$ cat src/rtl/verirq_ctrl.sv
// verirq_ctrl: pending/mask/edge interrupt controller driving a single core irq.
// Define VERIRQ_ROUND_ROBIN_EN for rotating priority; default is fixed lowest-index.
module verirq_ctrl #(
    parameter int N_SOURCES = 8,
    localparam int ID_W = (N_SOURCES > 1) ? $clog2(N_SOURCES) : 1
) (
    input  logic                 clk,
    input  logic                 reset,
    input  logic                 enable,
    input  logic [N_SOURCES-1:0] src,
    input  logic                 accept,
    input  logic                 mret,
    output logic                 irq,
    output logic [ID_W-1:0]      irq_id,
    input  logic                 reg_valid,
    input  logic                 reg_write,
    input  logic [1:0]           reg_addr,
    input  logic [31:0]          reg_wdata,
    output logic [31:0]          reg_rdata,
    output logic                 reg_ready
);

    typedef enum logic [1:0] {
        S_IDLE,
        S_REQUEST,
        S_SERVICING
    } state_t;

    localparam logic [1:0] A_PEND = 2'd0;
    localparam logic [1:0] A_MASK = 2'd1;
    localparam logic [1:0] A_ACT  = 2'd2;
    localparam logic [1:0] A_EDGE = 2'd3;

    state_t                r_state;
    state_t                w_state_nxt;
    logic [N_SOURCES-1:0]  r_pending;
    logic [N_SOURCES-1:0]  r_mask;
    logic [N_SOURCES-1:0]  r_edge;
    logic [N_SOURCES-1:0]  r_src_q;
    logic                  r_act_v;
    logic [ID_W-1:0]       r_act_id;
    logic                  r_irq;
    logic [ID_W-1:0]       r_irq_id;
    logic                  r_ready;
    logic [31:0]           r_rdata;

    logic [N_SOURCES-1:0]  w_sel;
    logic                  w_any;
    logic [ID_W-1:0]       w_pick;
    logic                  w_take;
    logic                  w_ret;
    logic                  w_latch;
    logic                  w_acc;
    logic                  w_wr;
    logic [N_SOURCES-1:0]  w_wdata;
    logic [N_SOURCES-1:0]  w_w1c;
    logic [N_SOURCES-1:0]  w_clr;
    logic [N_SOURCES-1:0]  w_pend_nxt;
    logic [31:0]           w_rd;
    logic                  w_unused_wdata;

    assign w_sel   = r_pending & r_mask;
    assign w_any   = |w_sel;
    assign w_acc   = reg_valid && !r_ready;
    assign w_wr    = w_acc && reg_write;
    assign w_wdata = reg_wdata[N_SOURCES-1:0];
    assign w_w1c   = (w_wr && reg_addr == A_PEND) ? (w_wdata & r_edge) : '0;

    assign w_unused_wdata = ^reg_wdata;

`ifdef VERIRQ_ROUND_ROBIN_EN
    logic [ID_W-1:0] r_ptr;
    logic [ID_W-1:0] w_idx;

    // Scan downward so the first slot after the pointer wins.
    always_comb begin
        w_pick = '0;
        w_idx  = '0;
        for (int k = N_SOURCES; k >= 1; k--) begin
            w_idx = ID_W'((int'(r_ptr) + k) % N_SOURCES);
            if (w_sel[w_idx]) begin
                w_pick = w_idx;
            end
        end
    end

    always_ff @(posedge clk) begin
        if (reset) begin
            r_ptr <= ID_W'(N_SOURCES - 1);
        end else if (w_take) begin
            r_ptr <= r_irq_id;
        end
    end
`else
    always_comb begin
        w_pick = '0;
        for (int i = N_SOURCES - 1; i >= 0; i--) begin
            if (w_sel[i]) begin
                w_pick = ID_W'(i);
            end
        end
    end
`endif

    always_comb begin
        w_state_nxt = r_state;
        w_take      = 1'b0;
        w_ret       = 1'b0;
        w_latch     = 1'b0;
        unique case (r_state)
            S_IDLE: begin
                if (w_any) begin
                    w_state_nxt = S_REQUEST;
                    w_latch     = 1'b1;
                end
            end
            S_REQUEST: begin
                if (enable && accept) begin
                    w_state_nxt = S_SERVICING;
                    w_take      = 1'b1;
                end else if (!w_sel[r_irq_id]) begin
                    w_state_nxt = S_IDLE;
                end
            end
            S_SERVICING: begin
                if (enable && mret) begin
                    w_state_nxt = S_IDLE;
                    w_ret       = 1'b1;
                end
            end
            default: begin
                w_state_nxt = S_IDLE;
            end
        endcase
    end

    always_comb begin
        w_clr = '0;
        for (int i = 0; i < N_SOURCES; i++) begin
            w_clr[i] = w_take && (r_irq_id == ID_W'(i));
        end
    end

    // A new rising edge outranks both W1C and the accept-time clear.
    always_comb begin
        w_pend_nxt = src;
        for (int i = 0; i < N_SOURCES; i++) begin
            if (r_edge[i]) begin
                w_pend_nxt[i] = (src[i] & ~r_src_q[i])
                              | (r_pending[i] & ~w_w1c[i] & ~w_clr[i]);
            end
        end
    end

    always_comb begin
        w_rd = '0;
        unique case (reg_addr)
            A_PEND: w_rd[N_SOURCES-1:0] = r_pending;
            A_MASK: w_rd[N_SOURCES-1:0] = r_mask;
            A_ACT: begin
                w_rd[31]       = r_act_v;
                w_rd[ID_W-1:0] = r_act_id;
            end
            A_EDGE: w_rd[N_SOURCES-1:0] = r_edge;
            default: w_rd = '0;
        endcase
    end

    always_ff @(posedge clk) begin
        if (reset) begin
            r_state   <= S_IDLE;
            r_pending <= '0;
            r_mask    <= '0;
            r_edge    <= '0;
            r_src_q   <= '0;
            r_act_v   <= 1'b0;
            r_act_id  <= '0;
            r_irq     <= 1'b0;
            r_irq_id  <= '0;
            r_ready   <= 1'b0;
            r_rdata   <= '0;
        end else begin
            r_state   <= w_state_nxt;
            r_pending <= w_pend_nxt;
            r_src_q   <= src;
            r_irq     <= (w_state_nxt == S_REQUEST);
            if (w_latch) begin
                r_irq_id <= w_pick;
            end
            if (w_take) begin
                r_act_v  <= 1'b1;
                r_act_id <= r_irq_id;
            end else if (w_ret) begin
                r_act_v <= 1'b0;
            end
            if (w_wr && reg_addr == A_MASK) begin
                r_mask <= w_wdata;
            end
            if (w_wr && reg_addr == A_EDGE) begin
                r_edge <= w_wdata;
            end
            r_ready <= w_acc;
            r_rdata <= w_acc ? w_rd : 32'd0;
        end
    end

    assign irq       = r_irq;
    assign irq_id    = r_irq_id;
    assign reg_ready = r_ready;
    assign reg_rdata = r_rdata;

endmodule

$ cat config.mk
export PLATFORM = sky130hd
export DESIGN_NAME = verirq_ctrl
export DESIGN_NICKNAME = d
export VERILOG_FILES = /design/src/rtl/verirq_ctrl.sv
export SDC_FILE = /design/constraint.sdc
export NUM_CORES = 1
export LEC_CHECK = 0
export CORE_AREA = 3 3 98 81
export DETAILED_ROUTE_END_ITERATION = 8
export DIE_AREA = 0 0 101 84
export PLACE_DENSITY_LB_ADDON = 0.05
export SLEW_MARGIN = 10
export SYNTH_ARGS = -nofsm -noshare
export SYNTH_HDL_FRONTEND = slang
export SYNTH_SLANG_ARGS = --single-unit
$ cat constraint.sdc
create_clock -name clk -period 1.3 [get_ports clk]
set_clock_uncertainty 0.05 [all_clocks]
set_input_delay 0.13 -clock clk [delete_from_list [all_inputs] [get_ports clk]]
set_output_delay 0.13 -clock clk [all_outputs]
set_load 0.1 [all_outputs]
### Word-level counts from Yosys, hierarchy flattened

Index checks and enable logic that the tools add are counted.

| operators by class | value |
|---|---|
| muxes and demuxes | 34 |
| eq/ne operators | 13 |
| order comparisons | 1 |
| bitwise gates (word level) | 60 |
| reduce and logical (&&, ||, !) cells | 23 |

Operator list:

| kind | count |
|---|---|
| inverter 1 bit | 26 |
| AND 1 bit | 24 |
| two-way mux 3 bit | 8 |
| two-way mux 1 bit | 17 |
| AND 8 bit | 2 |
| logical AND 1 bit | 15 |
| case mux 5 bit (3 select lines) | 1 |
| equality test 3 bit, second input constant | 4 |
| case mux 3 bit (4 select lines) | 1 |
| two-way mux 2 bit | 4 |
| two-way mux 8 bit | 1 |
| OR 1 bit | 8 |
| OR reduction 8 bit | 1 |
| equality test 2 x 1 -> 1 bit, second input constant | 3 |
| equality test 2 bit, second input constant | 3 |
| equality test 3 x 2 -> 1 bit, second input constant | 2 |
| case mux 2 bit (3 select lines) | 1 |
| logical NOT 2 bit | 2 |
| < comparator 3 x 4 -> 1 bit, second input constant | 1 |
| binary-select mux 1 bit (select 3 bit) | 1 |
| equality test 3 x 1 -> 1 bit, second input constant | 1 |
| logical NOT 3 bit | 1 |
| OR reduction 3 bit | 1 |
| nonzero test 2 bit | 1 |
| other kinds (2) | 2 |

| storage, ports and cells | value |
|---|---|
| bits of input ports | 49 |
| output and inout bits | 37 |
| register bits after elaboration | 75 |
| word-level logic and storage cells | 144 |

### Depth between registers and ports, before layout

| logic depth | value |
|---|---|
| word-level depth | 10 |
| depth in mapped cells | 5 |
| gate-level depth less buffers | 4 |

### Worst setup path after synthesis

OpenSTA, ideal clock, no wires.

| timing path | value |
|---|---|
| path kind | register -> register |
| start | reg r_irq_id[0] (netlist: irq_id[0]) |
| end | reg r_irq (netlist: irq) |
| stages on the path, launching flop included | 6 |
| clock period less this slack | 2.029 ns |
| setup time | 0.074 ns |
| path buffers | 1 |
| required time | 1.176 ns |
| setup slack | -0.729 ns |
| arrival | 1.904 ns |
| cell sequence | dfxtp_1 -> buf_2 -> nor2_1 -> a221oi_1 -> a32oi_1 -> o21ai_0 |

| on the way | value |
|---|---|
| longest elaborated chain between the ends | 6 |

RTL lines:

| what | RTL line | text |
|---|---|---|
| start, declared | 43 | `logic [ID_W-1:0] r_irq_id;` |
| start signal, assigned | 188 | `r_irq_id <= w_pick;` |
| binary-select mux 1 bit (select 3 bit) | 121 | `end else if (!w_sel[r_irq_id]) begin` |
| two-way mux 1 bit (implied by the code) | 121 |  |
| two-way mux 2 bit | 121 |  |
| two-way mux 2 bit | 118 | `if (enable && accept) begin` |
| case mux 2 bit (3 select lines) | 110 | `unique case (r_state)` |
| equality test 2 x 1 -> 1 bit | 186 | `r_irq <= (w_state_nxt == S_REQUEST);` |
| end signal, assigned | 186 |  |
| end, declared | 42 | `logic r_irq;` |

No other way between the ends. The select of a mux whose other input is x is not followed.
A chain may end at the register's enable or synchronous reset.

### Worst setup path after layout

| timing path | value |
|---|---|
| start | reg r_ready (netlist: reg_ready) |
| end | reg r_mask[6] |

| on the way | value |
|---|---|
| longest elaborated chain between the ends | 4 |

RTL lines:

| what | RTL line | text |
|---|---|---|
| start, declared | 44 | `logic r_ready;` |
| start signal, assigned | 202 | `r_ready <= w_acc;` |
| logical NOT 1 bit | 64 | `assign w_acc = reg_valid && !r_ready;` |
| logical AND 1 bit | 64 |  |
| logical AND 1 bit | 65 | `assign w_wr = w_acc && reg_write;` |
| logical AND 1 bit | 196 | `if (w_wr && reg_addr == A_MASK) begin` |
| end signal, assigned | 197 | `r_mask <= w_wdata;` |
| end, declared | 37 | `logic [N_SOURCES-1:0] r_mask;` |

No other way between the ends.

==> flow_summary.ini <==
[die]
core_sq_mm = 0.00696
core.rowCount = 27
pin_count = 86
die_width_um = 101
dieArea_sq_mm = 0.00848
dieHeight_um = 84
initial_core_util = 0.350

[detailed_routing]
vias = 2130
dr.pass1.iters = 4
route.detailed.drc = 0
wire_per_inst_um = 14.4
via_per_inst = 4.75
wl_um = 6460
ant_nets = 0
first_iter_violations = 65

[global_route]
grt-ovfl-total = 0
grt_pass1_wl_um = 10700
grt_pass1_vias = 2086
antenna_found_initial = 0
grt_usage = 0.159
grt_max_degree = 26

[power_and_ir_drop]
p_int_mw = 2.70
p_per_area_mw_per_mm2 = 1050
pwr-share-seq = 0.439
p_leak_nw = 1.48
combPwrFrac = 0.208
p_sw_frac = 0.291
p_clk_frac = 0.353
irDropWorstVdd_v = 0.000569
switchingPower_mw = 1.11

[sta]
period_share = 1.11
tns_ns = -2.06
fmax_mhz = 691
rsz0062_at_grt = yes
setup_violations = 16
fin_crit_ns = 1.45
drv_slew = 0
setup_ws_ns = -0.148
hold_viol = 0

[cts]
clkTransAtPathRegs_ns = 0.10
cts_max_level = 2
ctsRootBufferMaster = clkbuf_8
clockBufferDepth = 2
ctsHoldBuffers = 0
clk_latency_ns = 0.30
cts_buffers = 5
clock_sink_count = 52
cts_tree = yes

[synthesis]
ys_types = 38
synth_flop_cell = dfxtp_1
synth-edff-count = 0
ys_seq_area_frac = 0.428
synth.cell_area_sq_mm = 0.00243
synthArstFlopShare = 0
synth_warnings = 0
syn_avg_cell_area_sq_um = 8.88
synth_seq_cells = 52
netlist_instances = 274

[finish]
drive_above_1_share = 0.299
diodes = 0
final_cells = 448
fin_nets = 409
area_growth_pct = 48.7

[worst_setup_path]
crit_type = flip-flop to flip-flop
cp-end-kind = flip-flop
critical_path_peak_fanout = 4
cp.required_ns = 1.45
worstPathArrival_ns = 1.59
startpoint = reg_ready
cp-start-kind = flip-flop
rr_startpoint = reg_ready

[run_status]
violations = setup timing
outcome = finished with violations

[hold_path]
hp-start = reg_addr[0]
worst_hold_path_type = input pin to flip-flop

[run]
max_cap_violations = 0

[placed_design]
hpwlAfterDp_um = 5070
port_buffers = 38
post-place-cells = 440
place.gp.congestion = 0.839
==> final timing paths <==
path,to,slack (ns),cells past startpoint
max,r_mask[6],-0.15,5
min reg2reg,reg_rdata[31],0.43,2
min,reg_rdata[31],0.32,4
max reg2reg,r_mask[6],-0.15,5
==> flip-flops by register name (all words and copies together), names as in the netlist <==
register,count
r_act_id,3
irq_id,3
r_mask,8
reg_rdata,9
reg_ready,1
r_act_v,1
irq,1
r_state,2
r_pending,8
r_edge,8
r_src_q,8
==> power by group through the flow <==
stage               clock (mW)  combinational (mW)  sequential [mW]
global placement             0               0.778             1.71
detailed placement           0               0.779             1.70
finish                    1.34               0.793             1.67
CTS                       1.39               0.792             1.67
floorplan                    0               0.495             1.77
global route              1.49               0.835             1.68
==> Yosys cell counts (2+ instances only) <==
| cell type | count | share of area |
|---|---|---|
| dfxtp_1 | 52 | 0.43 |
| nand2_1 | 45 | 0.069 |
| nor2_1 | 26 | 0.040 |
| buf_4 | 25 | 0.077 |
| a21oi_1 | 21 | 0.043 |
| mux2i_1 | 14 | 0.058 |
| nor2b_1 | 13 | 0.033 |
| o21ai_0 | 11 | 0.023 |
| a22o_1 | 8 | 0.029 |
| a211oi_1 | 7 | 0.022 |
| nand3_1 | 6 | 0.012 |
| a22oi_1 | 4 | 0.012 |
| buf_2 | 4 | 0.0082 |
| clkbuf_1 | 3 | 0.0046 |
| inv_1 | 3 | 0.0046 |
| mux4_2 | 3 | 0.028 |
| o211ai_1 | 3 | 0.0093 |
| a311oi_1 | 2 | 0.0072 |
| a32oi_1 | 2 | 0.0072 |
| nand3b_1 | 2 | 0.0062 |
| nor2_4 | 2 | 0.0093 |
| nor3_1 | 2 | 0.0041 |
==> critical path: stages, from the launching register on <==
cell and delay [ns]:
dfxtp_4 0.35, nand3b_1 0.17, or3b_4 0.41, buf_6 0.15
mux2i_2 0.16, nor2_1 0.05
==> layer usage <==
layer / GRT usage / part of all wire / wire, um / up-vias
met4: 0.0217 / 0.0046 / 30 / 0
met1: 0.228 / 0.49 / 3190 / 1010
met5: 0 / 0 / 0 / -
li1: - / - / - / 1081
met3: 0.0309 / 0.034 / 221 / 4
met2: 0.252 / 0.47 / 3020 / 35
==> through the flow <==
step	util	instance area, sq um	setup slack, ns	hold WS [ns]	total power [mW]
after floorplan	-	2550	-0.188	0.163	2.26
after CTS	0.516	3590	-0.181	0.335	3.85
after global routing	0.520	3620	-0.222	0.332	4.00
after detailed placement	0.486	3380	-0.385	0.398	2.48
after global placement	0.486	3380	-0.360	0.397	2.48
final	0.520	3620	-0.148	0.319	3.81
==> what timing repair did <==
| item | 4_1_cts | 5_1_grt |
|---|---|---|
| setup buffers | 1 | 0 |
| pin swaps | 3 | 2 |
| endpoints found under the setup margin | 23 | 35 |
| resized for setup | 13 | 11 |
==> cells by family (layout without fill, tap and decap cells) <==
logic type,count (synthesis),in the layout,synth area share
AND/OR/NAND/NOR,105,105,0.212
other,1,23,0.00154
multiplexers,17,17,0.0854
AO/OA/AOI/OAI,62,62,0.172
flip-flops,52,52,0.428
buffers and inverters,37,102,0.101
==> cell type report <==
type | count | area [sq um]
Tap cell | 87 | 109
Clock inverter | 1 | 30.0
Inverter | 4 | 15.0
Fill cell | 656 | 3340
Timing Repair Buffer | 90 | 982
Clock buffer | 7 | 119
Multi-Input combinational cell | 207 | 1300
Sequential cell | 52 | 1060
==> cells in the final DEF (no fill, tap or decap), drive strengths merged <==
| cell | instances |
|---|---|
| a211oi | 7 |
| a21oi | 21 |
| a221oi | 2 |
| a22o | 8 |
| a22oi | 4 |
| a311oi | 2 |
| a31o | 1 |
| a32oi | 2 |
| a41oi | 1 |
| and2 | 1 |
| buf | 66 |
| bufinv | 1 |
| clkbuf | 7 |
| clkdlybuf4s50 | 23 |
| conb | 23 |
| dfxtp | 52 |
| dlymetal6s2s | 1 |
| inv | 4 |
| mux2i | 14 |
| mux4 | 3 |
| nand2 | 46 |
| nand3 | 6 |
| nand3b | 2 |
| nand4b | 1 |
| nor2 | 29 |
| nor2b | 13 |
| nor3 | 3 |
| nor3b | 1 |
| o211ai | 3 |
| o21ai | 11 |
| or2 | 1 |
| or3b | 2 |
Note: power is estimated with default switching activity, not from simulation.
